==> config.mk <==
export PLATFORM = sky130hd
export DESIGN_NAME = uart_tx_arbiter
export DESIGN_NICKNAME = d
export VERILOG_FILES = /design/src/rtl/uart_tx_arbiter_pkg.sv /design/src/rtl/uart_rr_pick.sv /design/src/rtl/uart_tx_arbiter.sv
export SDC_FILE = /design/constraint.sdc
export NUM_CORES = 1
export LEC_CHECK = 0
export CAP_MARGIN = 20
export CORE_ASPECT_RATIO = 0.7
export CORE_MARGIN = 2
export CORE_UTILIZATION = 40
export CTS_CLUSTER_SIZE = 12
export DETAILED_ROUTE_END_ITERATION = 7
export PLACE_DENSITY = 0.71
export SLEW_MARGIN = 20
export SYNTH_ARGS = -nofsm -noshare
export SYNTH_HDL_FRONTEND = slang
export SYNTH_HIERARCHICAL = 1
export SYNTH_SLANG_ARGS = --single-unit
==> constraint.sdc <==
create_clock -name clk -period 6.2 [get_ports clk]
set_input_delay 0.62 -clock clk [delete_from_list [all_inputs] [get_ports clk]]
set_output_delay 0.62 -clock clk [all_outputs]
set_load 0.005 [all_outputs]
==> src/rtl/uart_tx_arbiter_pkg.sv <==
// Shared definitions for the UART transmit arbiter: FSM state encoding,
// byte width and a counter-width helper.
package uart_tx_arbiter_pkg;

    localparam int UART_DW = 8;

    typedef enum logic [1:0] {
        ST_IDLE       = 2'd0,
        ST_WAIT_START = 2'd1,
        ST_WAIT_DONE  = 2'd2,
        ST_GAP        = 2'd3
    } state_t;

    // Width for a counter that must hold max_val; never narrower than one bit.
    function automatic int cnt_w(input int max_val);
        return (max_val < 1) ? 1 : $clog2(max_val + 1);
    endfunction

endpackage

==> src/rtl/uart_rr_pick.sv <==
// Combinational round-robin picker: first valid requester searching upward
// from last+1, wrapping.
module uart_rr_pick #(
    parameter int NREQ  = 4,
    parameter int IDX_W = $clog2(NREQ)
) (
    input  logic [NREQ-1:0]  req_valid,
    input  logic [IDX_W-1:0] last,
    output logic             any,
    output logic [IDX_W-1:0] winner
);

    int best;

    // Each requester's distance past `last`; the smallest valid distance wins.
    always_comb begin
        any    = |req_valid;
        winner = '0;
        best   = NREQ;
        for (int i = 0; i < NREQ; i++) begin
            if (req_valid[i] && (((i - int'(last) - 1 + 2 * NREQ) % NREQ) < best)) begin
                best   = (i - int'(last) - 1 + 2 * NREQ) % NREQ;
                winner = IDX_W'(i);
            end
        end
    end

endmodule

==> src/rtl/uart_tx_arbiter.sv <==
// Shares one UART transmitter between NREQ byte sources with round-robin
// priority, tracking tx_busy so no frame is overwritten.
module uart_tx_arbiter
    import uart_tx_arbiter_pkg::*;
#(
    parameter int NREQ     = 4,
    parameter int START_TO = 16,
    parameter int GAP      = 2
) (
    input  logic                      clk,
    input  logic                      rst,
    input  logic [NREQ-1:0]           req_valid,
    input  logic [UART_DW*NREQ-1:0]   req_data,
    output logic [NREQ-1:0]           req_ready,
    input  logic                      tx_busy,
    output logic [UART_DW-1:0]        dataout,
    output logic                      wrsig,
    output logic [$clog2(NREQ)-1:0]   grant_id,
    output logic                      start_err,
    output state_t                    fsm_state
);

    localparam int IDX_W = $clog2(NREQ);
    localparam int TO_W  = cnt_w(START_TO);
    localparam int GAP_W = cnt_w(GAP);

    // Handshake: a requester holds req_valid and its byte until it sees the
    // one-cycle req_ready pulse, which coincides with wrsig; dropping valid
    // earlier simply withdraws the request.
    state_t               state, state_nxt;
    logic [IDX_W-1:0]     last, last_nxt;
    logic [TO_W-1:0]      to_cnt, to_cnt_nxt;
    logic [GAP_W-1:0]     gap_cnt, gap_cnt_nxt;
    logic [UART_DW-1:0]   dataout_nxt;
    logic                 wrsig_nxt;
    logic [NREQ-1:0]      req_ready_nxt;
    logic [IDX_W-1:0]     grant_id_nxt;
    logic                 start_err_nxt;
    logic                 any;
    logic [IDX_W-1:0]     winner;

    uart_rr_pick #(.NREQ(NREQ), .IDX_W(IDX_W)) u_pick (
        .req_valid (req_valid),
        .last      (last),
        .any       (any),
        .winner    (winner)
    );

    assign fsm_state = state;

    always_ff @(posedge clk) begin
        if (rst) begin
            state     <= ST_IDLE;
            last      <= IDX_W'(NREQ - 1);
            to_cnt    <= '0;
            gap_cnt   <= '0;
            dataout   <= '0;
            wrsig     <= 1'b0;
            req_ready <= '0;
            grant_id  <= '0;
            start_err <= 1'b0;
        end else begin
            state     <= state_nxt;
            last      <= last_nxt;
            to_cnt    <= to_cnt_nxt;
            gap_cnt   <= gap_cnt_nxt;
            dataout   <= dataout_nxt;
            wrsig     <= wrsig_nxt;
            req_ready <= req_ready_nxt;
            grant_id  <= grant_id_nxt;
            start_err <= start_err_nxt;
        end
    end

    // Counters default to zero so every state entry starts them cleared.
    always_comb begin
        state_nxt     = state;
        last_nxt      = last;
        to_cnt_nxt    = '0;
        gap_cnt_nxt   = '0;
        dataout_nxt   = dataout;
        wrsig_nxt     = 1'b0;
        req_ready_nxt = '0;
        grant_id_nxt  = grant_id;
        start_err_nxt = 1'b0;
        case (state)
            ST_IDLE: begin
                if (any && !tx_busy) begin
                    for (int i = 0; i < NREQ; i++) begin
                        if (winner == IDX_W'(i)) begin
                            dataout_nxt = req_data[UART_DW*i +: UART_DW];
                        end
                    end
                    wrsig_nxt     = 1'b1;
                    req_ready_nxt = NREQ'(1) << winner;
                    grant_id_nxt  = winner;
                    last_nxt      = winner;
                    state_nxt     = ST_WAIT_START;
                end
            end
            ST_WAIT_START: begin
                if (tx_busy) begin
                    state_nxt = ST_WAIT_DONE;
                end else if (to_cnt == TO_W'(START_TO - 1)) begin
                    start_err_nxt = 1'b1;
                    state_nxt     = ST_GAP;
                end else begin
                    to_cnt_nxt = to_cnt + 1'b1;
                end
            end
            ST_WAIT_DONE: begin
                if (!tx_busy) begin
                    state_nxt = (GAP == 0) ? ST_IDLE : ST_GAP;
                end
            end
            ST_GAP: begin
                if (int'(gap_cnt) + 1 >= GAP) begin
                    state_nxt = ST_IDLE;
                end else begin
                    gap_cnt_nxt = gap_cnt + 1'b1;
                end
            end
            default: state_nxt = ST_IDLE;
        endcase
    end

endmodule
Yosys cells after proc, flatten, opt, wreduce, memory -nomap -nowiden
Cells that the tools add are included.
- bits in registers: 27
- bits in latches: 0
- memory bits (writable): 0
- memory bits (read-only): 0
- bits of input ports: 39
- output and inout bits: 18
- word-level logic and storage cells: 89
- memories kept: 0
- add/subtract/negate cells: 15
- multiply operators: 0
- div/mod/pow operators: 0
- $lt $le $gt $ge: 5
- equality and inequality tests: 11
- shifts and indexed selects: 1
- multiplexer cells: 18
- bitwise gates (word level): 8
- reduce and logical (&&, ||, !) cells: 22
- operators by type and width (cell ; number):
    $add A32 B5 Y32 const B ; 4
    $sub A32 B2 Y32 const B ; 4
    $lt A3 B32 Y1 ; 3
    $mux W32 ; 3
    $mux W8 ; 4
    $mux W2 ; 7
    $reduce_or A2 Y1 ; 5
    $reduce_or A3 Y1 ; 3
    $eq A2 B2 Y1 const B ; 4
    $pmux W2 S4 ; 1
    $reduce_or A4 Y1 ; 2
    $ne A2 B2 Y1 const B ; 3
    $sub A1 B2 Y3 const A ; 2
    $sub A2 B2 Y3 const A ; 2
    $add A5 B1 Y5 const B ; 1
    $eq A5 B4 Y1 const B ; 1
    $logic_and A1 B1 Y1 ; 5
    $and A1 B1 Y1 ; 4
    $eq A2 B1 Y1 const B ; 2
    $logic_not A2 Y1 ; 2
    $lt A3 B4 Y1 const B ; 1
    $not A1 Y1 ; 4
    $reduce_and A4 Y1 ; 1
    $reduce_bool A4 Y1 ; 1
    9 further kinds ; 11

Logic depth before layout (Yosys ltp)
Gate-level depths: netlist of run 1.
- word-level depth: 22
- mapped depth: 27
- gate-level depth less buffers: 25

By module
Netlist of run 1, hierarchy kept.
- modules (own cells, without submodules) (module ; times used ; cells each ; area an instance (sq um) ; seq. area each (sq um)):
    uart_tx_arbiter ; 1 ; 120 ; 1249.9 ; 540.5
    uart_rr_pick ; 1 ; 76 ; 563.0 ; 0.0

Worst setup path before layout of run 1
No wires, ideal clock.
- path type: register to register
- start point: register last[0]
- end point: register dataout[2]
- library setup time: 0.132 ns
- arrival time: 5.110 ns
- required time: 6.068 ns
- path slack: 0.957 ns
- cell stages (with the launch flop): 27
- buffers on the path: 2
- clock period less this slack: 5.243 ns
- path through: dfxtp_1 -> buf_6 -> inv_1 -> ha_1 -> xnor2_1 -> o21ai_0 -> inv_1 -> ha_1 -> and4bb_1 -> o21ai_1 -> a21boi_1 -> a31oi_1 -> ha_1 -> nand3b_1 -> and4_2 -> a21oi_1 -> o211ai_1 -> a211oi_1 -> ha_1 -> a21oi_1 -> and2_1 -> o2111ai_1 -> a22oi_1 -> buf_6 -> mux4_2 -> nand2_1 -> a21oi_1
- word-level cells in the longest chain between the ends: 21
- elaborated cells between the ends (all ways): 43
- those cells by class: add/sub: 12; order compare: 4; eq/ne: 3; mux: 9; bitwise: 4; reduce/logical: 11
- RTL lines (item ; RTL line ; source):
    start: declaration ; uart_tx_arbiter.sv:31 ; logic [IDX_W-1:0] last, last_nxt;
    start signal: assignment ; uart_tx_arbiter.sv:54 ; last <= IDX_W'(NREQ - 1);
    start signal: assignment ; uart_tx_arbiter.sv:64 ; last <= last_nxt;
    $sub A1 B2 Y3 ; uart_rr_pick.sv:21, uart_rr_pick.sv:22 ;
    $sub A32 B2 Y32 ; uart_rr_pick.sv:21, uart_rr_pick.sv:22 ;
    $add A32 B5 Y32 ; uart_rr_pick.sv:21, uart_rr_pick.sv:22 ;
    $reduce_or A2 Y1 (no line) ; -- ;
    $and A1 B1 Y1 (no line) ; -- ;
    $lt A3 B4 Y1 ; uart_rr_pick.sv:21 ; if (req_valid[i] && (((i - int'(last) - 1 + 2 * NREQ) % NREQ) < best)) begin
    $logic_and A1 B1 Y1 ; uart_rr_pick.sv:21 ;
    $mux W32 ; uart_rr_pick.sv:21 ;
    [... 4 more ...] ; -- ;
    $logic_and A1 B1 Y1 ; uart_rr_pick.sv:21 ;
    $mux W32 ; uart_rr_pick.sv:21 ;
    $lt A3 B32 Y1 ; uart_rr_pick.sv:21 ;
    $logic_and A1 B1 Y1 ; uart_rr_pick.sv:21 ;
    $mux W2 (*) ; uart_rr_pick.sv:21 ;
    via winner[0] ; uart_tx_arbiter.sv:40 ; logic [IDX_W-1:0] winner;
    $eq A2 B1 Y1 ; uart_tx_arbiter.sv:90 ; if (winner == IDX_W'(i)) begin
    $mux W8 (3 in series) ; uart_tx_arbiter.sv:90 ;
    end signal: assignment ; uart_tx_arbiter.sv:67 ; dataout <= dataout_nxt;
    end: declaration ; uart_tx_arbiter.sv:16 ; output logic [UART_DW-1:0] dataout,
Mark *: on every way through the listed nets, which the timed path passes. The rest lies on a longest branch.
A chain may end at the register's enable or synchronous reset.

Worst setup path after layout of run 1
- start point: register last[1]
- end point: register dataout[1]
The elaborated chain is that of the path after synthesis.

==> flow_summary.toml, run 1 <==
[clocking]
clk_pin_slew_ns = 0.09
clock_latency_ns = 0.27
htreeDepth = 1
cts_setup_buffers = 0
cts_buffer_depth = 2
cts_buffers = 3
cts_sinks = 27
cts_root_buf = "clkbuf_8"
cts_tree = "built"

[worst_setup_path]
critPathArrivalTime_ns = 5.79
timing.rr.end = "dataout[1]$_SDFFE_PP0P_"
r2r-start = "last[1]$_SDFFE_PP1N_"
reg2reg_slack_ns = 0.53
worstSetupStartpointType = "flop"
ff2ff_path_depth = 25
critPathCaptureType = "flop"
worstPathRequired_ns = 6.32
path_max_fanout = 13
worst-setup-path-type = "reg -> reg"

[floorplanning]
die_h_um = 60.3
die-area_mm2 = 0.00510
core_area_mm2 = 0.00435
initial_core_util_pct = 41.6
num_rows = 20
fp.dieW_um = 84.5
ioPinCount = 57

[global_routing]
grt_pass1_wl_um = 6690
grt_max_degree = 22
grt_overflow = 0
grt_antenna_before_repair = 0
track_usage_pct = 16.5
grt_pass1_vias = 1457

[run]
maxCapViolCount = 0

[placement]
place_hpwl_um = 3190
pre_cts_slack_ns = 0.386
place.gp.congestion = 0.943
io_buffers = 56

[pwr]
p_int_w = 0.000808
p_per_area_mw_per_mm2 = 583
ir_worst_vdd_v = 0.000357
combPwrFrac_pct = 76.2
switching_power_w = 0.000615
seqPwrFrac_pct = 16.9
p_leak_nw = 0.951
p_sw_share_pct = 43.2
power_frac_clock_pct = 6.8

[routing]
firstDrtPassIters = 4
drt_iter0_drc = 89
routed_wl_um = 3980
drc = 0
vias = 1594
ant_nets = 0
vias_per_cell = 5.23
wire_per_inst_um = 13.1

[synthesis]
synth_common_cells = "33 x nand2_1, 27 x dfxtp_1, 19 x ha_1"
synth_top_area_share_pct = 29.8
synth-seq-cells = 27
ys_warn_count = 6
yosysMostFrequentCell = "nand2_1"
synth_edf_count = 0
synthCells = 196
syn_area_per_cell_um2 = 9.25
async_reset_ff_share_pct = 0
synth_top_cell_by_area = "dfxtp_1"
synthFlopType = "dfxtp_1"
syn_area_mm2 = 0.00181
yosysUniqueCellTypes = 53
synth_area_leaders = "dfxtp_1 30%, ha_1 13%, nand2_1 6.8%"
yosysSeqAreaShare_pct = 29.8
synth_nets = 254

[timing]
setup_viol = 0
hold_violations = 0
setup_slack_ns = 0.532
max_slew_margin_pct = 46.1
fin_crit_sh_pct = 91.4
fmax_ghz = 0.176
rsz0062_at_grt = "false"
drv_slew = 0
worst_pin_slew_ns = 0.807
finalCriticalPeriod_ns = 5.67
skew_ns = 0.00171
fin_tns_setup_ns = 0

[final_layout]
seqCellArea_um2 = 541
multiInputGateArea_mm2 = 0.00117
synthToLayoutAreaGrowth_pct = 34.6
diodes = 0
nFillCells = 436
nets = 309
drive_gt1_share_pct = 9.20

[run_status]
status = "completed"

[worst_hold_path]
worst_hold_path_type = "reg -> reg"
min_delay_path_depth = 1
holdCritStartpoint = "gap_cnt[0]$_SDFF_PP0_"
holdPathEnd = "gap_cnt[0]$_SDFF_PP0_"
per-stage QoR:
step / utilization, % / total power [W] / hold WS (ns) / cells / instance area (µm²)
finish: 56.0 / 0.00142 / 0.422 / 305 / 2440
global route: 56.0 / 0.00157 / 0.474 / 305 / 2440
CTS: 56.0 / 0.00143 / 0.427 / 305 / 2440
detailed placement: 55.0 / 0.00133 / 0.414 / 301 / 2390
global placement: 55.0 / 0.00131 / 0.412 / 301 / 2390
floorplan: - / 0.00112 / 0.401 / 196 / 1810
power by group through the flow:
stage                      clock, W  combinational [W]  sequential (W)
after floorplan                   0           0.000870        0.000247
after global placement            0            0.00106        0.000245
after detailed placement          0            0.00108        0.000246
after CTS                  0.000100            0.00109        0.000242
after global routing       0.000106            0.00121        0.000248
final                     0.0000971            0.00108        0.000241
layout by cell type (no fill, tap or decap), types with 2 or more instances in the layout:
cell	n
ha_1	19
inv_1	11
and2_1	2
nand2_1	33
xnor2_1	3
nand3_1	2
buf_4	2
nor2_1	12
nand3b_1	3
dfxtp_1	27
clkbuf_8	3
nor3b_1	2
mux4_1	3
o21ai_1	3
o21ai_0	6
nor3_1	3
and4b_1	2
clkdlybuf4s50_1	56
mux4_2	5
a21oi_1	18
xor2_1	2
cells by family after synthesis:
kind of cell	Yosys count	synth area share, %
and+or+nand+nor	77	23.3
AOI/OAI and AO/OA	40	14.5
DFF	27	29.8
buffers and inverters	19	5.80
adders and majority gates	19	13.1
muxes	9	11.1
xor gates and xnor gates	5	2.42
critical path, cell delays in order, from the launching register on:
cell,delay [ns]
dfxtp_1,0.42
inv_1,0.11
ha_1,0.23
xnor2_1,0.17
nor2_1,0.14
nand2_1,0.10
ha_1,0.35
and4bb_1,0.27
o21ai_1,0.11
a21boi_1,0.23
a31oi_1,0.12
ha_1,0.33
nor4bb_1,0.35
nand2_1,0.13
o21ai_1,0.33
a21oi_1,0.07
a211oi_1,0.19
ha_1,0.28
a21oi_1,0.18
and2_1,0.16
o2111ai_1,0.10
a22oi_1,0.17
buf_4,0.25
mux4_1,0.58
nand2_1,0.08
a21oi_1,0.06
repair_timing:
| action | CTS | global route |
|---|---|---|
| gates resized for setup | 0 | 1 |
| setup endpoints to repair | 0 | 6 |
| hold buffers | 0 | 0 |
flip-flops by register name, indices dropped and copies added (netlist names):
| signal | flops |
|---|---|
| dataout | 8 |
| fsm_state | 2 |
| gap_cnt | 2 |
| grant_id | 2 |
| last | 2 |
| req_ready | 4 |
| start_err | 1 |
| to_cnt | 5 |
| wrsig | 1 |
final cells by class:
class	instances	area share [%]
well taps	55	2.82
clock inverters	1	0.205
repair buffers	58	23.6
multi-input cells	150	47.8
clock buffers	3	1.69
inverters	11	1.69
flip-flops and latches	27	22.2
metal layers:
metal / GRT usage [%] / vias to the layer above / share of wire, %
met4: 2.72 / 0 / 0.23
met2: 27.4 / 62 / 44
met3: 4.70 / 2 / 7.5
li1: - / 810 / -
met5: 0 / - / 0
met1: 22.2 / 720 / 48
how the worst max path moves through the flow:
stage | slack, ns | startpoint | cells past startpoint | to
final | 0.53 | last[1]$_SDFFE_PP1N_ | 25 | dataout[1]$_SDFFE_PP0P_
after global routing | 0.08 | last[1]$_SDFFE_PP1N_ | 25 | dataout[1]$_SDFFE_PP0P_
after CTS | 0.50 | last[1]$_SDFFE_PP1N_ | 25 | dataout[0]$_SDFFE_PP0P_
after detailed placement | 0.39 | req_valid[0] | 23 | dataout[0]$_SDFFE_PP0P_
after global placement | 0.54 | req_valid[0] | 21 | dataout[0]$_SDFFE_PP0P_
after floorplan | 0.96 | last[0]$_SDFFE_PP1N_ | 26 | dataout[2]$_SDFFE_PP0P_
Power figures use the tool's default switching activity.
==> run 2: changes to the inputs <==
--- a/config.mk
+++ b/config.mk
@@ -9,7 +9,7 @@
 export CORE_ASPECT_RATIO = 0.7
 export CORE_MARGIN = 2
 export CORE_UTILIZATION = 40
-export CTS_CLUSTER_SIZE = 12
+export CTS_CLUSTER_SIZE = 14
 export DETAILED_ROUTE_END_ITERATION = 7
 export PLACE_DENSITY = 0.71
 export SLEW_MARGIN = 20
==> results of run 2 <==
The final DEF is identical to that of run 1; final timing and power are the same.
==> run 3: changes to the inputs <==
--- a/config.mk
+++ b/config.mk
@@ -11,9 +11,8 @@
 export CORE_UTILIZATION = 40
 export CTS_CLUSTER_SIZE = 14
 export DETAILED_ROUTE_END_ITERATION = 7
-export PLACE_DENSITY = 0.71
+export PLACE_DENSITY_LB_ADDON = 0.1
 export SLEW_MARGIN = 20
 export SYNTH_ARGS = -nofsm -noshare
 export SYNTH_HDL_FRONTEND = slang
-export SYNTH_HIERARCHICAL = 1
 export SYNTH_SLANG_ARGS = --single-unit
==> run 3 against run 2 <==
  * Sequential cell count unchanged
  * Final cell count down 1.3%
  * Largest cell class unchanged
  * Critical endpoint is now last[0]$_SDFFE_PP1P_
  * Die area shrank 2.2%
  * Power fell by 5.9%
  * Synthesized area decreased by 2.3%
  * Via count grew 5.5%
  * Utilization up 1.4 points
==> flow_summary.toml, run 3 <==
[run_status]
status = "completed"

[floorplanning]
die-area_mm2 = 0.00498
initial_core_util_pct = 41.1
num_rows = 20
die_h_um = 59.7
ioPinCount = 57
fp.dieW_um = 83.5
core_area_mm2 = 0.00430

[worst_setup_path]
reg2reg_slack_ns = 0.58
cp_top_family = "compound AO/OA/AOI/OAI gates"
r2r-start = "last[0]$_SDFFE_PP1P_"
path_max_fanout = 10
worst-setup-path-type = "reg -> reg"
cp.depth = 21
ff2ff_path_depth = 21
critPathArrivalTime_ns = 5.73
slowest_delay_ns = 0.52
crit_buf_inv = 2
slowest_stage = "a2111oi_4"
crit_chain = "buf_4 -> ha_1 -> nand2_1 -> nor2_1 -> ha_1 -> nand3b_1 -> o2bb2ai_2 -> nor3_1 -> inv_1 -> ha_1 -> or4b_4 -> a311oi_2 -> o31ai_4 -> nand2_1 -> o21ai_0 -> ha_1 -> nand2b_1 -> a2111oi_4 -> nor4b_4 -> a311oi_2 -> a22oi_1"
critPathCaptureType = "flop"
crit_top_cell = "ha_1"
cp-startpoint = "last[0]$_SDFFE_PP1P_"
crit_end = "last[0]$_SDFFE_PP1P_"
worstSetupStartpointType = "flop"
worstPathRequired_ns = 6.31
timing.rr.end = "last[0]$_SDFFE_PP1P_"

[clocking]
cts_tree = "built"
cts_buffer_depth = 2
cts_resized = 0
clk_pin_slew_ns = 0.09
cts_root_buf = "clkbuf_8"
cts_sinks = 27
clock_latency_ns = 0.27
cts_setup_buffers = 0
cts_hold_buf = 0
htreeDepth = 1
cts_buffers = 3

[final_layout]
regMostFlops = "dataout"
final_cell_mix = "56 x clkdlybuf4s50_1, 27 x dfxtp_1, 18 x ha_1"
largest_registers = "dataout (8), to_cnt (5), req_ready (4)"
diodes = 0
final_common_cell = "clkdlybuf4s50_1"
nFillCells = 405
largest_reg_flops = 8
synthToLayoutAreaGrowth_pct = 39.6
nets = 304
drive_gt1_share_pct = 9.35

[synthesis]
synthFlopType = "dfxtp_1"
syn_area_mm2 = 0.00177
synth_area_leaders = "dfxtp_1 31%, ha_1 13%, a2111oi_4 4.7%"
yosysSeqAreaShare_pct = 30.5
ys_warn_count = 0
synth_common_cells = "27 x dfxtp_1, 18 x ha_1, 13 x inv_1, 13 x nor2_1, 13 x nor3_1"
synthCells = 184
synth_edf_count = 0
synth_top_cell_by_area = "dfxtp_1"
syn_area_per_cell_um2 = 9.62
synth-seq-cells = 27
yosysMostFrequentCell = "dfxtp_1"
async_reset_ff_share_pct = 0
synth_top_area_share_pct = 30.5
synth_nets = 241
yosysUniqueCellTypes = 52

[global_routing]
grt_antenna_before_repair = 0
grt_overflow = 0
grt_pass1_wl_um = 7700
grt_max_degree = 15
grt_pass1_vias = 1629
track_usage_pct = 19.5

[routing]
wire_per_inst_um = 15.1
ant_nets = 0
drt_iter0_drc = 145
drc = 0
firstDrtPassIters = 4
routed_wl_um = 4550
vias = 1681
vias_per_cell = 5.58

[timing]
rsz0062_at_grt = "false"
finalCriticalPeriod_ns = 5.62
max_slew_margin_pct = 47.5
drv_slew = 0
hold_violations = 0
fin_crit_sh_pct = 90.7
fin_tns_setup_ns = 0
fmax_ghz = 0.178
worst_pin_slew_ns = 0.784
skew_ns = 0.00210
setup_viol = 0

[pwr]
p_leak_nw = 0.903
power_w = 0.00134
p_per_area_mw_per_mm2 = 542
ir_worst_vdd_v = 0.000318

[placement]
place_hpwl_um = 3680
io_buffers = 56
place.gp.congestion = 0.895

[run]
maxCapViolCount = 0

[worst_hold_path]
worst_hold_path_type = "reg -> reg"
run 3: cell types whose count changed after synthesis, moves of 4 or more:
cell	change
a32oi_1	+9
nor3_1	+10
o22ai_1	+8
mux4_2	-5
a21oi_1	-14
nand2_1	-28
buf_6	-4
nand2b_1	+5
o31ai_1	+10
run 3: where the power goes:
group | internal, W | total [W] | switching [W]
sequential | 0.000221 | 0.000250 | 0.0000288
clock | 0.0000460 | 0.0000976 | 0.0000516
combinational | 0.000432 | 0.000991 | 0.000558
run 3: cells by family (layout without fill, tap and decap cells):
family / count (synthesis) / after routing / share of synthesized area [%]
and+or+nand+nor: 59 / 59 / 21.1
AOI/OAI and AO/OA: 58 / 58 / 29.8
DFF: 27 / 27 / 30.5
adders and majority gates: 18 / 18 / 12.7
buffers and inverters: 17 / 79 / 3.60
xor gates and xnor gates: 3 / 3 / 1.48
other: 1 / 1 / 0.212
muxes: 1 / 1 / 0.565
run 3: worst min path at each step:
stage,startpoint,end,slack [ns],cells after the start
final,gap_cnt[0]$_SDFF_PP0_,gap_cnt[0]$_SDFF_PP0_,0.43,1
after floorplan,gap_cnt[0]$_SDFF_PP0_,gap_cnt[0]$_SDFF_PP0_,0.40,1
after CTS,gap_cnt[0]$_SDFF_PP0_,gap_cnt[0]$_SDFF_PP0_,0.43,1
after detailed placement,gap_cnt[0]$_SDFF_PP0_,gap_cnt[0]$_SDFF_PP0_,0.41,1
after global routing,gap_cnt[0]$_SDFF_PP0_,gap_cnt[0]$_SDFF_PP0_,0.44,1
after global placement,gap_cnt[0]$_SDFF_PP0_,gap_cnt[0]$_SDFF_PP0_,0.41,1
run 3: cell type report:
cell class              instances  area, µm²  area share (%)
flip-flops and latches         27        541            21.9
multi-input cells             140       1170            47.2
clock buffers                   4       45.0            1.82
inverters                      14       52.6            2.13
repair buffers                 61        598            24.2
well taps                      55       68.8            2.78
run 3: layer usage:
metal / up-vias / wire length [µm] / track usage (%)
li1: 844 / - / -
met1: 754 / 2260 / 27.9
met2: 77 / 1820 / 29.4
met3: 6 / 416 / 4.97
met4: 0 / 55 / 5.30
met5: - / 0 / 0
run 3: stage by stage:
stage / std cells / instance area (µm²) / util (%) / worst slack, ns / hold WS, ns
3_5_place_dp: 297 / 2430 / 56.4 / 0.416 / 0.414
4_1_cts: 301 / 2470 / 57.4 / 0.619 / 0.426
6_report: 301 / 2470 / 57.4 / 0.579 / 0.425
5_1_grt: 301 / 2470 / 57.4 / 0.179 / 0.442
2_1_floorplan: 184 / 1770 / - / 0.620 / 0.400
3_3_place_gp: 297 / 2430 / 56.4 / 0.548 / 0.412
